==> config.mk <==
export PLATFORM = sky130hd
export DESIGN_NAME = riscv_base_wb_queue
export DESIGN_NICKNAME = d
export VERILOG_FILES = /design/src/rtl/riscv_base_wb_queue_pkg.sv /design/src/rtl/riscv_base_wb_fifo.sv /design/src/rtl/riscv_base_wb_queue.sv
export SDC_FILE = /design/constraint.sdc
export NUM_CORES = 1
export LEC_CHECK = 0
export CORE_MARGIN = 3
export CORE_UTILIZATION = 30
export DETAILED_ROUTE_END_ITERATION = 16
export SLEW_MARGIN = 15
export SYNTH_ARGS = -nofsm -noshare
export SYNTH_HDL_FRONTEND = slang
export SYNTH_SLANG_ARGS = --single-unit
==> constraint.sdc <==
create_clock -name clk_i -period 9 [get_ports clk_i]
set_clock_uncertainty 0.1 [all_clocks]
set_input_delay 1.8 -clock clk_i [delete_from_list [all_inputs] [get_ports clk_i]]
set_output_delay 1.8 -clock clk_i [all_outputs]
set_load 0.02 [all_outputs]
==> src/rtl/riscv_base_wb_queue_pkg.sv <==
// Shared register-file widths and the pending-write record used by the writeback queue.
package riscv_base_wb_queue_pkg;

   localparam int XLEN      = 32;
   localparam int REG_IDX_W = 5;

   typedef logic [REG_IDX_W-1:0] reg_idx_t;
   typedef logic [XLEN-1:0]      xlen_t;

   typedef struct packed {
      reg_idx_t rd;
      xlen_t    value;
   } wb_entry_t;

   typedef struct packed {
      logic  hit;
      xlen_t value;
   } byp_res_t;

endpackage

==> src/rtl/riscv_base_wb_fifo.sv <==
// Pending-write storage: up to two pushes (A then B) and one pop per cycle.
// Entries are presented oldest-first with a valid mask so the top can search them.
module riscv_base_wb_fifo
   import riscv_base_wb_queue_pkg::*;
#(
   parameter  int DEPTH = 4,
   localparam int CNT_W = $clog2(DEPTH) + 1,
   localparam int PTR_W = $clog2(DEPTH)
) (
   input  logic                  clk_i,
   input  logic                  rst_i,
   input  logic                  push_a_i,
   input  wb_entry_t             push_a_dat_i,
   input  logic                  push_b_i,
   input  wb_entry_t             push_b_dat_i,
   input  logic                  pop_i,
   output wb_entry_t             head_o,
   output logic [CNT_W-1:0]      count_o,
   output wb_entry_t [DEPTH-1:0] ent_o,
   output logic [DEPTH-1:0]      ent_vld_o
);

   wb_entry_t        mem_q [DEPTH];
   logic [PTR_W-1:0] head_q, head_d;
   logic [PTR_W-1:0] tail_q, tail_d;
   logic [CNT_W-1:0] count_q, count_d;
   logic [PTR_W-1:0] b_slot;

   // B lands behind A when both push in the same cycle, keeping A older.
   assign b_slot = push_a_i ? (tail_q + PTR_W'(1)) : tail_q;

   always_comb begin
      head_d  = head_q + PTR_W'(pop_i);
      tail_d  = tail_q + PTR_W'(push_a_i) + PTR_W'(push_b_i);
      count_d = count_q + CNT_W'(push_a_i) + CNT_W'(push_b_i) - CNT_W'(pop_i);
   end

   always_ff @(posedge clk_i) begin
      if (rst_i) begin
         head_q  <= '0;
         tail_q  <= '0;
         count_q <= '0;
      end else begin
         head_q  <= head_d;
         tail_q  <= tail_d;
         count_q <= count_d;
      end
   end

   always_ff @(posedge clk_i) begin
      if (push_a_i) mem_q[tail_q] <= push_a_dat_i;
      if (push_b_i) mem_q[b_slot] <= push_b_dat_i;
   end

   always_comb begin
      ent_o     = '0;
      ent_vld_o = '0;
      for (int i = 0; i < DEPTH; i++) begin
         ent_o[i]     = mem_q[head_q + PTR_W'(i)];
         ent_vld_o[i] = (CNT_W'(i) < count_q);
      end
   end

   assign head_o  = mem_q[head_q];
   assign count_o = count_q;

endmodule

==> src/rtl/riscv_base_wb_queue.sv <==
// Merges ALU (A) and LSU/MUL (B) results into one ordered regfile write stream,
// with youngest-first bypass of every write not yet committed.
module riscv_base_wb_queue
   import riscv_base_wb_queue_pkg::*;
#(
   parameter  int DEPTH = 4,
   localparam int CNT_W = $clog2(DEPTH) + 1
) (
   input  logic                 clk_i,
   input  logic                 rst_i,
   input  logic                 wb_a_valid_i,
   input  logic [REG_IDX_W-1:0] wb_a_rd_i,
   input  logic [XLEN-1:0]      wb_a_value_i,
   output logic                 wb_a_ready_o,
   input  logic                 wb_b_valid_i,
   input  logic [REG_IDX_W-1:0] wb_b_rd_i,
   input  logic [XLEN-1:0]      wb_b_value_i,
   output logic                 wb_b_ready_o,
   input  logic [REG_IDX_W-1:0] byp_rs1_i,
   input  logic [REG_IDX_W-1:0] byp_rs2_i,
   output logic                 byp_rs1_hit_o,
   output logic [XLEN-1:0]      byp_rs1_value_o,
   output logic                 byp_rs2_hit_o,
   output logic [XLEN-1:0]      byp_rs2_value_o,
   output logic [REG_IDX_W-1:0] rd0_o,
   output logic [XLEN-1:0]      rd0_value_o,
   output logic [CNT_W-1:0]     count_o,
   output logic                 empty_o
);

   localparam logic [CNT_W-1:0] FULL_C  = CNT_W'(DEPTH);
   localparam logic [CNT_W-1:0] B_LIM_C = CNT_W'(DEPTH - 2);

   logic                  a_fire, b_fire, a_push, pop;
   logic [CNT_W-1:0]      count;
   wb_entry_t             head;
   wb_entry_t [DEPTH-1:0] ent;
   logic [DEPTH-1:0]      ent_vld;
   reg_idx_t              rd0_q, rd0_d;
   xlen_t                 rd0_value_q, rd0_value_d;
   byp_res_t              byp1, byp2;

   // Readiness looks only at registered occupancy so producers never see a valid->ready path.
   assign wb_a_ready_o = (count < FULL_C);
   assign wb_b_ready_o = (count <= B_LIM_C);

   assign a_fire = wb_a_valid_i && wb_a_ready_o;
   assign b_fire = wb_b_valid_i && wb_b_ready_o;
   assign a_push = a_fire && (wb_a_rd_i != '0);
   assign pop    = (count != '0);

   riscv_base_wb_fifo #(.DEPTH(DEPTH)) u_fifo (
      .clk_i        (clk_i),
      .rst_i        (rst_i),
      .push_a_i     (a_push),
      .push_a_dat_i ('{rd: wb_a_rd_i, value: wb_a_value_i}),
      .push_b_i     (b_fire),
      .push_b_dat_i ('{rd: wb_b_rd_i, value: wb_b_value_i}),
      .pop_i        (pop),
      .head_o       (head),
      .count_o      (count),
      .ent_o        (ent),
      .ent_vld_o    (ent_vld)
   );

   always_comb begin
      rd0_d       = '0;
      rd0_value_d = '0;
      if (pop) begin
         rd0_d       = head.rd;
         rd0_value_d = head.value;
      end
   end

   always_ff @(posedge clk_i) begin
      if (rst_i) begin
         rd0_q       <= '0;
         rd0_value_q <= '0;
      end else begin
         rd0_q       <= rd0_d;
         rd0_value_q <= rd0_value_d;
      end
   end

   // Later (younger) queue matches overwrite earlier ones; the rd0 stage is the oldest candidate.
   function automatic byp_res_t byp_lookup(
      input reg_idx_t              rs,
      input reg_idx_t              stage_rd,
      input xlen_t                 stage_val,
      input wb_entry_t [DEPTH-1:0] entries,
      input logic [DEPTH-1:0]      vld
   );
      byp_res_t r;
      r = '0;
      if (rs != '0) begin
         if (stage_rd == rs) r = '{hit: 1'b1, value: stage_val};
         for (int i = 0; i < DEPTH; i++) begin
            if (vld[i] && (entries[i].rd == rs)) r = '{hit: 1'b1, value: entries[i].value};
         end
      end
      return r;
   endfunction

   assign byp1 = byp_lookup(byp_rs1_i, rd0_q, rd0_value_q, ent, ent_vld);
   assign byp2 = byp_lookup(byp_rs2_i, rd0_q, rd0_value_q, ent, ent_vld);

   assign byp_rs1_hit_o   = byp1.hit;
   assign byp_rs1_value_o = byp1.value;
   assign byp_rs2_hit_o   = byp2.hit;
   assign byp_rs2_value_o = byp2.value;

   assign rd0_o       = rd0_q;
   assign rd0_value_o = rd0_value_q;
   assign count_o     = count;
   assign empty_o     = (count == '0) && (rd0_q == '0);

endmodule

==> report_table.html, run 1 <==
<table>
<tr><th>Metric</th><th>Value</th></tr>
<tr><th colspan="2">Outcome</th></tr>
<tr><td>Run status</td><td>finished, final reports clean</td></tr>
<tr><th colspan="2">Timing</th></tr>
<tr><td>Max Freq</td><td>136 MHz</td></tr>
<tr><td>Final hold violation count</td><td>0</td></tr>
<tr><td>Setup violation total in the final timing report</td><td>0</td></tr>
<tr><td>Relative slew margins</td><td>22.1%</td></tr>
<tr><td>Fin crit period</td><td>7340 ps</td></tr>
<tr><td>Setup_tns</td><td>0 ps</td></tr>
<tr><td>Period utilisation layout</td><td>81.6%</td></tr>
<tr><td>Worst hold-check slack</td><td>around 500 ps</td></tr>
<tr><td>Pins Over Slew Limit</td><td>0</td></tr>
<tr><td>Tightest Pin Transition</td><td>1170 ps</td></tr>
<tr><td>Unrepaired setup endpoints after global routing</td><td>no</td></tr>
<tr><th colspan="2">Cells and area</th></tr>
<tr><td>Area overhead of the layout relative to synthesis</td><td>20.7%</td></tr>
<tr><td>Non-filler instance count after layout</td><td>2064</td></tr>
<tr><td>Post-Layout Inst Area</td><td>17300 um^2</td></tr>
<tr><td>Net count, final</td><td>1545</td></tr>
<tr><td># diodes</td><td>0</td></tr>
<tr><td>Share of post-route cells with drive strength above 1</td><td>about 26%</td></tr>
<tr><th colspan="2">Floorplanning</th></tr>
<tr><td>Die Outline Area</td><td>50600 um^2</td></tr>
<tr><td>Overall die height</td><td>225 um</td></tr>
<tr><td>Site Rows</td><td>79</td></tr>
<tr><td>Core area</td><td>47000 um^2</td></tr>
<tr><td>Die width</td><td>between 200 and 250 um</td></tr>
<tr><td>Num ports</td><td>197</td></tr>
<tr><td>Initial Util</td><td>30.6%</td></tr>
<tr><th colspan="2">Clocking</th></tr>
<tr><td>Number of buffers inserted during clock tree synthesis</td><td>17</td></tr>
<tr><td>Post-cts sizing count</td><td>0</td></tr>
<tr><td>Insertion delay of the later-clocked pin in the worst-skew pair</td><td>470 ps</td></tr>
<tr><td>CTS tree</td><td>yes</td></tr>
<tr><td>Root cell of the clock tree</td><td>clkbuf_16</td></tr>
<tr><td>Clock edge transition at the registers on the reported setup and hold paths</td><td>70 ps</td></tr>
<tr><td>H-tree levels</td><td>4</td></tr>
<tr><td>Clk sinks</td><td>~190</td></tr>
<tr><td>Number of buffers added to fix hold violations after cts</td><td>0</td></tr>
<tr><td>Setup fix buffers added after clock tree synthesis</td><td>0</td></tr>
<tr><td>Maximum root-to-sink buffer count</td><td>2</td></tr>
<tr><th colspan="2">Synthesis</th></tr>
<tr><td>Post-synth top area cell</td><td>edfxtp_1</td></tr>
<tr><td>Synth warnings</td><td>0</td></tr>
<tr><td>Cell count after synthesis</td><td>1327</td></tr>
<tr><td>Synth top area cells</td><td>edfxtp_1 (31%), mux2_2 (14%), mux4_2 (13%)</td></tr>
<tr><td>Fraction of registers with async set or reset after synthesis</td><td>0%</td></tr>
<tr><td>Share of synthesized area occupied by flip-flops and latches</td><td>37.1%</td></tr>
<tr><td>Top flip-flop cell by instance count after synthesis</td><td>edfxtp_1</td></tr>
<tr><td>Cell area after technology mapping</td><td>approximately 14000 um^2</td></tr>
<tr><td>Area share of the largest cell type after synthesis</td><td>30.9%</td></tr>
<tr><td>Number of enable flip-flop cells after synthesis</td><td>148</td></tr>
<tr><td>Netlist cell types</td><td>45</td></tr>
<tr><td>Total of flip-flops plus latches after synthesis</td><td>192</td></tr>
<tr><td>Average cell area after synthesis</td><td>10.8 um^2</td></tr>
<tr><td>Nets in the synthesized netlist</td><td>~1400</td></tr>
<tr><th colspan="2">Critical path</th></tr>
<tr><td>Crit-path most repeated cell</td><td>buf_4</td></tr>
<tr><td>Crit-path max FO</td><td>79</td></tr>
<tr><td>Startpoint types</td><td>flop</td></tr>
<tr><td>Cells along the critical path</td><td>buf_4, mux4_2, xor2_1, nor3_4, buf_4, inv_1, a21oi_1, clkdlybuf4s50_1</td></tr>
<tr><td>Category of the critical setup timing path</td><td>reg2out</td></tr>
<tr><td>Setup slack of the most critical reg-to-reg path</td><td>5860 ps</td></tr>
<tr><td>Worst Path Required</td><td>just over 7000 ps</td></tr>
<tr><td>Arrival time at the worst endpoint</td><td>5440 ps</td></tr>
<tr><td>Beginning of the worst register-to-register path</td><td>u_fifo.count_o[2]$_SDFF_PP0_</td></tr>
<tr><td>Critical path origin</td><td>u_fifo.head_q[1]$_SDFF_PP0_</td></tr>
<tr><td>Reg-to-reg endpoint</td><td>u_fifo.mem_q[1][7]$_DFFE_PP_</td></tr>
<tr><td>Highest cell delay on the worst timing path</td><td>1030 ps</td></tr>
<tr><td>Slowest-stage cell, CP</td><td>dfxtp_4</td></tr>
<tr><td>Endpoint kind of the worst setup timing path</td><td>primary output</td></tr>
<tr><td>Logic depth of the worst register-to-register path</td><td>8</td></tr>
<tr><th colspan="2">Pwr</th></tr>
<tr><td>VDD IR max</td><td>0.183 mV</td></tr>
<tr><td>Leakage power total</td><td>6.04 nW</td></tr>
<tr><td>Power density over the cells</td><td>327 nW/um^2</td></tr>
<tr><th colspan="2">Min path</th></tr>
<tr><td>Startpoint of the most critical hold path</td><td>u_fifo.tail_q[1]$_SDFF_PP0_</td></tr>
<tr><td>Worst hold path type</td><td>reg2reg</td></tr>
<tr><td>Cells on Worst Hold Path</td><td>2</td></tr>
<tr><td>WHS Endpoint</td><td>u_fifo.tail_q[1]$_SDFF_PP0_</td></tr>
<tr><th colspan="2">Detailed routing</th></tr>
<tr><td>Final antenna-violating net count</td><td>0</td></tr>
<tr><td>Routed wire length</td><td>50200 um</td></tr>
<tr><td>Routed length per instance</td><td>24.3 um</td></tr>
<tr><td>Detailed-routing iteration count for the pre-antenna-repair pass</td><td>5</td></tr>
<tr><td>DRC marker count from the first detailed-route iteration</td><td>between 1000 and 1500</td></tr>
<tr><td>Number of design rule violations left after detail routing</td><td>0</td></tr>
<tr><td>Routed vias</td><td>11800</td></tr>
<tr><td>Avg Vias per Cell</td><td>approximately 5.7</td></tr>
<tr><th colspan="2">Place</th></tr>
<tr><td>Half-perimeter wire length of the detailed placement result</td><td>32500 um</td></tr>
<tr><td>Routability-driven placement congestion ratio</td><td>0.872</td></tr>
<tr><td>Total of buffers placed on input and output ports</td><td>196</td></tr>
<tr><td>Number of placed cells counting well taps</td><td>2033</td></tr>
<tr><td>Placed standard-cell area</td><td>approximately 17000 um^2</td></tr>
<tr><th colspan="2">Global route</th></tr>
<tr><td>Initial antenna violation count</td><td>0</td></tr>
<tr><td>Vias in the first global route</td><td>roughly 12000</td></tr>
<tr><td>Aggregate global routing overflow</td><td>0</td></tr>
<tr><td>Maximum number of pins on one net before global-route repair</td><td>80</td></tr>
<tr><td>Global-route usage over all layers</td><td>19.8%</td></tr>
<tr><td>First-pass GRT wire length</td><td>75400 um</td></tr>
<tr><th colspan="2">Job</th></tr>
<tr><td>Reported max-cap violation count</td><td>0</td></tr>
</table>
==> power by group <==
part	total [mW]	switching [mW]	leakage, nW	internal [mW]
clock	0.737	0.362	0.248	0.376
combinational	3.26	1.84	4.06	1.42
sequential	1.67	0.338	1.73	1.33
==> area by class of cell <==
class	count	area (um^2)
multi-input combinational	967	8380
clock inverter	12	95.1
sequential	192	5330
tap	607	759
fill	4566	29600
clock buffer	19	433
timing repair buffer	222	2180
inverter	45	169
==> how the worst max path moves through the flow <==
stage                                to  slack [ps]  cells after the start
floorplan           byp_rs2_value_o[10]        3390                     10
global placement    byp_rs2_value_o[16]        1730                      9
detailed placement  byp_rs2_value_o[16]        1850                      9
CTS                 byp_rs2_value_o[16]        1720                      8
global route        byp_rs2_value_o[16]        1440                      8
finish                    byp_rs2_hit_o        1660                      8
==> stage by stage <==
stage	utilization [%]	power, mW	worst slack (ps)
6_report	37.0	5.67	1660
3_5_place_dp	35.8	4.94	1850
4_1_cts	37.0	5.69	1720
3_3_place_gp	35.8	4.89	1730
2_1_floorplan	-	3.82	3390
5_1_grt	37.0	6.02	1440
==> cell families after synthesis <==
logic type | after synthesis | synth area share [%]
adders and majority gates | 12 | 1.20
AOI/OAI and AO/OA | 204 | 11.9
DFF | 192 | 37.1
buffers and inverters | 168 | 5.28
xor gates and xnor gates | 55 | 3.35
muxes | 303 | 29.9
and+or+nand+nor | 393 | 11.3
==> flip-flops by register name, indices dropped and copies added (netlist names) <==
register        count
u_fifo.mem_q      148
u_fifo.count_o      3
u_fifo.tail_q       2
u_fifo.head_q       2
rd0_o               5
rd0_value_o        32
==> per-layer routing <==
metal  vias up  wire length (um)  global-route usage, %
met5         -                 0                  0.285
met4         0              1050                   6.11
met3        90              3270                   3.89
met2       547             24600                   33.7
met1      5939             21300                   25.4
li1       5257                 -                      -
==> synth_stat cells (9+ instances only) <==
library cell,instances
a221oi_1,34
xnor2_1,44
mux2_2,182
nor3_1,11
a21oi_1,35
nand2_1,234
nor2_1,114
ha_1,9
o221ai_1,64
dfxtp_1,44
mux2i_1,38
xor2_1,11
edfxtp_1,148
buf_2,41
o21ai_0,32
mux4_2,82
a221oi_2,30
buf_1,14
inv_1,44
clkbuf_1,57
==> worst max-delay path: cells and delay by family, from the launching register on <==
kind | cells | cell delay [ps]
AOI/OAI and AO/OA | 1 | 300
and+or+nand+nor | 1 | 770
DFF | 1 | 1030
xor gates and xnor gates | 1 | 220
buffers and inverters | 4 | 2100
muxes | 1 | 460
==> cells in the final DEF (no fill, tap or decap), drive strengths merged, types with 26 or more instances in the layout <==
cell             n
a21oi           35
a221oi          64
buf             26
clkdlybuf4s50  196
dfxtp           44
edfxtp         148
inv             46
mux2           182
mux2i           38
mux4            83
nand2          234
nor2           115
o21ai           33
o221ai          64
xnor2           44
Note: power is estimated with default switching activity, not from simulation.
==> run 2, diff against run 1 <==
==> constraint.sdc (replaced) <==
create_clock -name clk_i -period 6.94 [get_ports clk_i]
set_clock_uncertainty 0.1 [all_clocks]
set_input_delay 1.388 -clock clk_i [delete_from_list [all_inputs] [get_ports clk_i]]
set_output_delay 1.388 -clock clk_i [all_outputs]
set_load 0.02 [all_outputs]
==> run 2 against run 1 <==
  * Sequential power is 26% higher
  * Utilization is 0.26 points higher
  * Global-route usage is 0.19 points higher
  * Highest routed layer is now met5
  * Register-to-register slack worse by 2200 ps
  * First-iteration DRC count is 18% higher
  * Critical path type is now in2out
  * Largest cell class unchanged
  * Final cell count is 0.78% higher
  * Die area stayed put
  * Wire length is 0.64% higher
  * Total power is 31% higher
==> report_table.html, run 2 (synthesis results as in run 1) <==
<table>
<tr><th>Metric</th><th>Value</th></tr>
<tr><th colspan="2">Floorplanning</th></tr>
<tr><td>Overall die height</td><td>225 um (unchanged)</td></tr>
<tr><td>Initial Util</td><td>30.6% (unchanged)</td></tr>
<tr><td>Site Rows</td><td>79 (unchanged)</td></tr>
<tr><td>Num ports</td><td>197 (unchanged)</td></tr>
<tr><td>Die width</td><td>225 um (unchanged)</td></tr>
<tr><td>Die Outline Area</td><td>50600 um^2 (unchanged)</td></tr>
<tr><td>Core area</td><td>47000 um^2 (unchanged)</td></tr>
<tr><th colspan="2">Critical path</th></tr>
<tr><td>Slowest-stage cell, CP</td><td>or3b_2</td></tr>
<tr><td>Endpoint kind of the worst setup timing path</td><td>primary output</td></tr>
<tr><td>Crit-path max FO</td><td>32 (-59%)</td></tr>
<tr><td>Arrival time at the worst endpoint</td><td>4770 ps (-670 ps)</td></tr>
<tr><td>Category of the critical setup timing path</td><td>in2out</td></tr>
<tr><td>Crit-path most repeated cell</td><td>clkdlybuf4s50_1</td></tr>
<tr><td>Critical path origin</td><td>byp_rs2_i[2]</td></tr>
<tr><td>Critical path buffers and inverters</td><td>2 (-2)</td></tr>
<tr><td>Worst Path Required</td><td>5450 ps (-1650 ps)</td></tr>
<tr><td>Cell class contributing the biggest share of worst-path delay</td><td>buffers and inverters</td></tr>
<tr><td>Startpoint types</td><td>primary input</td></tr>
<tr><td>Beginning of the worst register-to-register path</td><td>u_fifo.count_o[2]$_SDFF_PP0_</td></tr>
<tr><td>Cells along the critical path</td><td>clkdlybuf4s50_1, xnor2_1, mux2_2, nor3_2, or3b_2, o221ai_1, clkdlybuf4s50_1</td></tr>
<tr><td>Highest cell delay on the worst timing path</td><td>890 ps (-140 ps)</td></tr>
<tr><th colspan="2">Global route</th></tr>
<tr><td>Vias in the first global route</td><td>11700 (-3.5%)</td></tr>
<tr><td>Initial antenna violation count</td><td>1 (+1)</td></tr>
<tr><td>Maximum number of pins on one net before global-route repair</td><td>66 (-18%)</td></tr>
<tr><td>Global-route usage over all layers</td><td>20.0% (+0.19 points)</td></tr>
<tr><td>Aggregate global routing overflow</td><td>0 (unchanged)</td></tr>
<tr><td>First-pass GRT wire length</td><td>74600 um (-1.1%)</td></tr>
<tr><th colspan="2">Detailed routing</th></tr>
<tr><td>Detailed-routing iteration count for the pre-antenna-repair pass</td><td>6 (+1)</td></tr>
<tr><td>Number of design rule violations left after detail routing</td><td>0 (unchanged)</td></tr>
<tr><td>Routed vias</td><td>11800 (-0.41%)</td></tr>
<tr><td>Avg Vias per Cell</td><td>5.67 (-1.2%)</td></tr>
<tr><td>Routed length per instance</td><td>24.3 um (-0.14%)</td></tr>
<tr><td>Routed wire length</td><td>50600 um (+0.64%)</td></tr>
<tr><td>Final antenna-violating net count</td><td>0 (unchanged)</td></tr>
<tr><td>DRC marker count from the first detailed-route iteration</td><td>1271 (+18%)</td></tr>
<tr><th colspan="2">Clocking</th></tr>
<tr><td>Number of buffers inserted during clock tree synthesis</td><td>17 (unchanged)</td></tr>
<tr><td>Setup fix buffers added after clock tree synthesis</td><td>0 (unchanged)</td></tr>
<tr><td>Maximum root-to-sink buffer count</td><td>2 (unchanged)</td></tr>
<tr><td>Clock edge transition at the registers on the reported setup and hold paths</td><td>70 ps (about the same)</td></tr>
<tr><td>H-tree levels</td><td>4 (unchanged)</td></tr>
<tr><td>Number of buffers added to fix hold violations after cts</td><td>0 (unchanged)</td></tr>
<tr><td>Post-cts sizing count</td><td>0 (unchanged)</td></tr>
<tr><td>Insertion delay of the later-clocked pin in the worst-skew pair</td><td>480 ps (about the same)</td></tr>
<tr><td>CTS tree</td><td>yes</td></tr>
<tr><td>Clk sinks</td><td>192 (unchanged)</td></tr>
<tr><td>Root cell of the clock tree</td><td>clkbuf_16</td></tr>
<tr><th colspan="2">Pwr</th></tr>
<tr><td>VDD IR max</td><td>0.221 mV (+21%)</td></tr>
<tr><td>Power density over the cells</td><td>425 nW/um^2 (+30%)</td></tr>
<tr><td>Overall Power</td><td>7.42 mW (+31%)</td></tr>
<tr><td>Leakage power total</td><td>6.13 nW (+1.4%)</td></tr>
<tr><th colspan="2">Outcome</th></tr>
<tr><td>Run status</td><td>finished, final reports clean</td></tr>
<tr><th colspan="2">Cells and area</th></tr>
<tr><td>Register with the most flip-flops</td><td>u_fifo.mem_q</td></tr>
<tr><td>Share of post-route cells with drive strength above 1</td><td>26.6% (+0.82 points)</td></tr>
<tr><td>Max reg flops</td><td>148 (unchanged)</td></tr>
<tr><td>Commonest non-fill, non-tap cell in the layout</td><td>nand2_1</td></tr>
<tr><td>Post-Layout Inst Area</td><td>17500 um^2 (+0.71%)</td></tr>
<tr><td>Area overhead of the layout relative to synthesis</td><td>21.6%</td></tr>
<tr><td>Net count, final</td><td>1559 (+0.91%)</td></tr>
<tr><td>Most frequent cells in the layout</td><td>nand2_1 (231), clkdlybuf4s50_1 (196), mux2_2 (182)</td></tr>
<tr><th colspan="2">Min path</th></tr>
<tr><td>Worst hold path type</td><td>reg2reg</td></tr>
<tr><td>Startpoint of the most critical hold path</td><td>u_fifo.tail_q[1]$_SDFF_PP0_</td></tr>
<tr><th colspan="2">Job</th></tr>
<tr><td>Reported max-cap violation count</td><td>0 (unchanged)</td></tr>
<tr><th colspan="2">Timing</th></tr>
<tr><td>Unrepaired setup endpoints after global routing</td><td>no</td></tr>
<tr><td>Pins Over Slew Limit</td><td>0 (unchanged)</td></tr>
<tr><td>Setup_tns</td><td>0 ps (unchanged)</td></tr>
<tr><td>Setup violation total in the final timing report</td><td>0 (unchanged)</td></tr>
<tr><td>Period utilisation layout</td><td>90.2%</td></tr>
<tr><td>Tightest Pin Transition</td><td>1090 ps (-74.8 ps)</td></tr>
<tr><td>Relative slew margins</td><td>27.2% (+5.2 points)</td></tr>
<tr><td>Max Freq</td><td>160 MHz</td></tr>
<tr><td>Final hold violation count</td><td>0 (unchanged)</td></tr>
<tr><td>Fin crit period</td><td>between 6000 and 7000 ps</td></tr>
<tr><th colspan="2">Place</th></tr>
<tr><td>Half-perimeter wire length of the detailed placement result</td><td>33500 um (+2.8%)</td></tr>
<tr><td>Routability-driven placement congestion ratio</td><td>0.898 (+2.9%)</td></tr>
<tr><td>Placed standard-cell area</td><td>16900 um^2 (+0.48%)</td></tr>
<tr><td>Total of buffers placed on input and output ports</td><td>196 (unchanged)</td></tr>
</table>
## run 2: where the power goes
| group | leakage, nW | switching [mW] | internal, mW |
|---|---|---|---|
| sequential | 1.73 | 0.373 | 1.73 |
| combinational | 4.12 | 2.45 | 1.85 |
| clock | 0.273 | 0.483 | 0.530 |
## run 2: tightest hold or removal path, stage by stage, from the launching register on
cell,delay [ps]
dfxtp_1,380
xnor2_1,160
nor2_1,40
## run 2: path summary, 6_finish.rpt
path	to	slack [ps]	cells past startpoint
worst min-delay path	u_fifo.tail_q[1]$_SDFF_PP0_	510	2
worst min register to register	u_fifo.tail_q[1]$_SDFF_PP0_	510	2
worst max register to register	u_fifo.mem_q[1][16]$_DFFE_PP_	3700	8
worst max-delay path	byp_rs2_value_o[1]	680	7
## run 2: layer usage
layer / vias up / routed length, um / global-route usage (%) / share of wire, %
met4: 2 / 1150 / 6.34 / 2.3
met1: 5886 / 21300 / 25.9 / 42
met5: - / 17 / 0 / 0.034
met2: 526 / 24500 / 33.2 / 48
met3: 76 / 3620 / 4.46 / 7.2
li1: 5295 / - / - / -
## run 2: layout make-up
cell class	count	area [um^2]
diodes	1	2.50
clock buffers	19	433
clock inverters	13	136
fillers	4567	29500
inverters	45	169
multi-input cells	967	8380
flip-flops and latches	192	5330
well taps	607	759
repair buffers	236	2260
## run 2: stage by stage
| step | hold slack (ps) | utilization, % | cells | setup WS, ps |
|---|---|---|---|---|
| global placement | 492 | 36.0 | 2047 | 709 |
| global route | 560 | 37.2 | 2079 | 480 |
| finish | 514 | 37.2 | 2080 | 679 |
| floorplan | 450 | - | 1327 | 2150 |
| detailed placement | 487 | 36.0 | 2047 | 724 |
| CTS | 507 | 37.2 | 2079 | 620 |
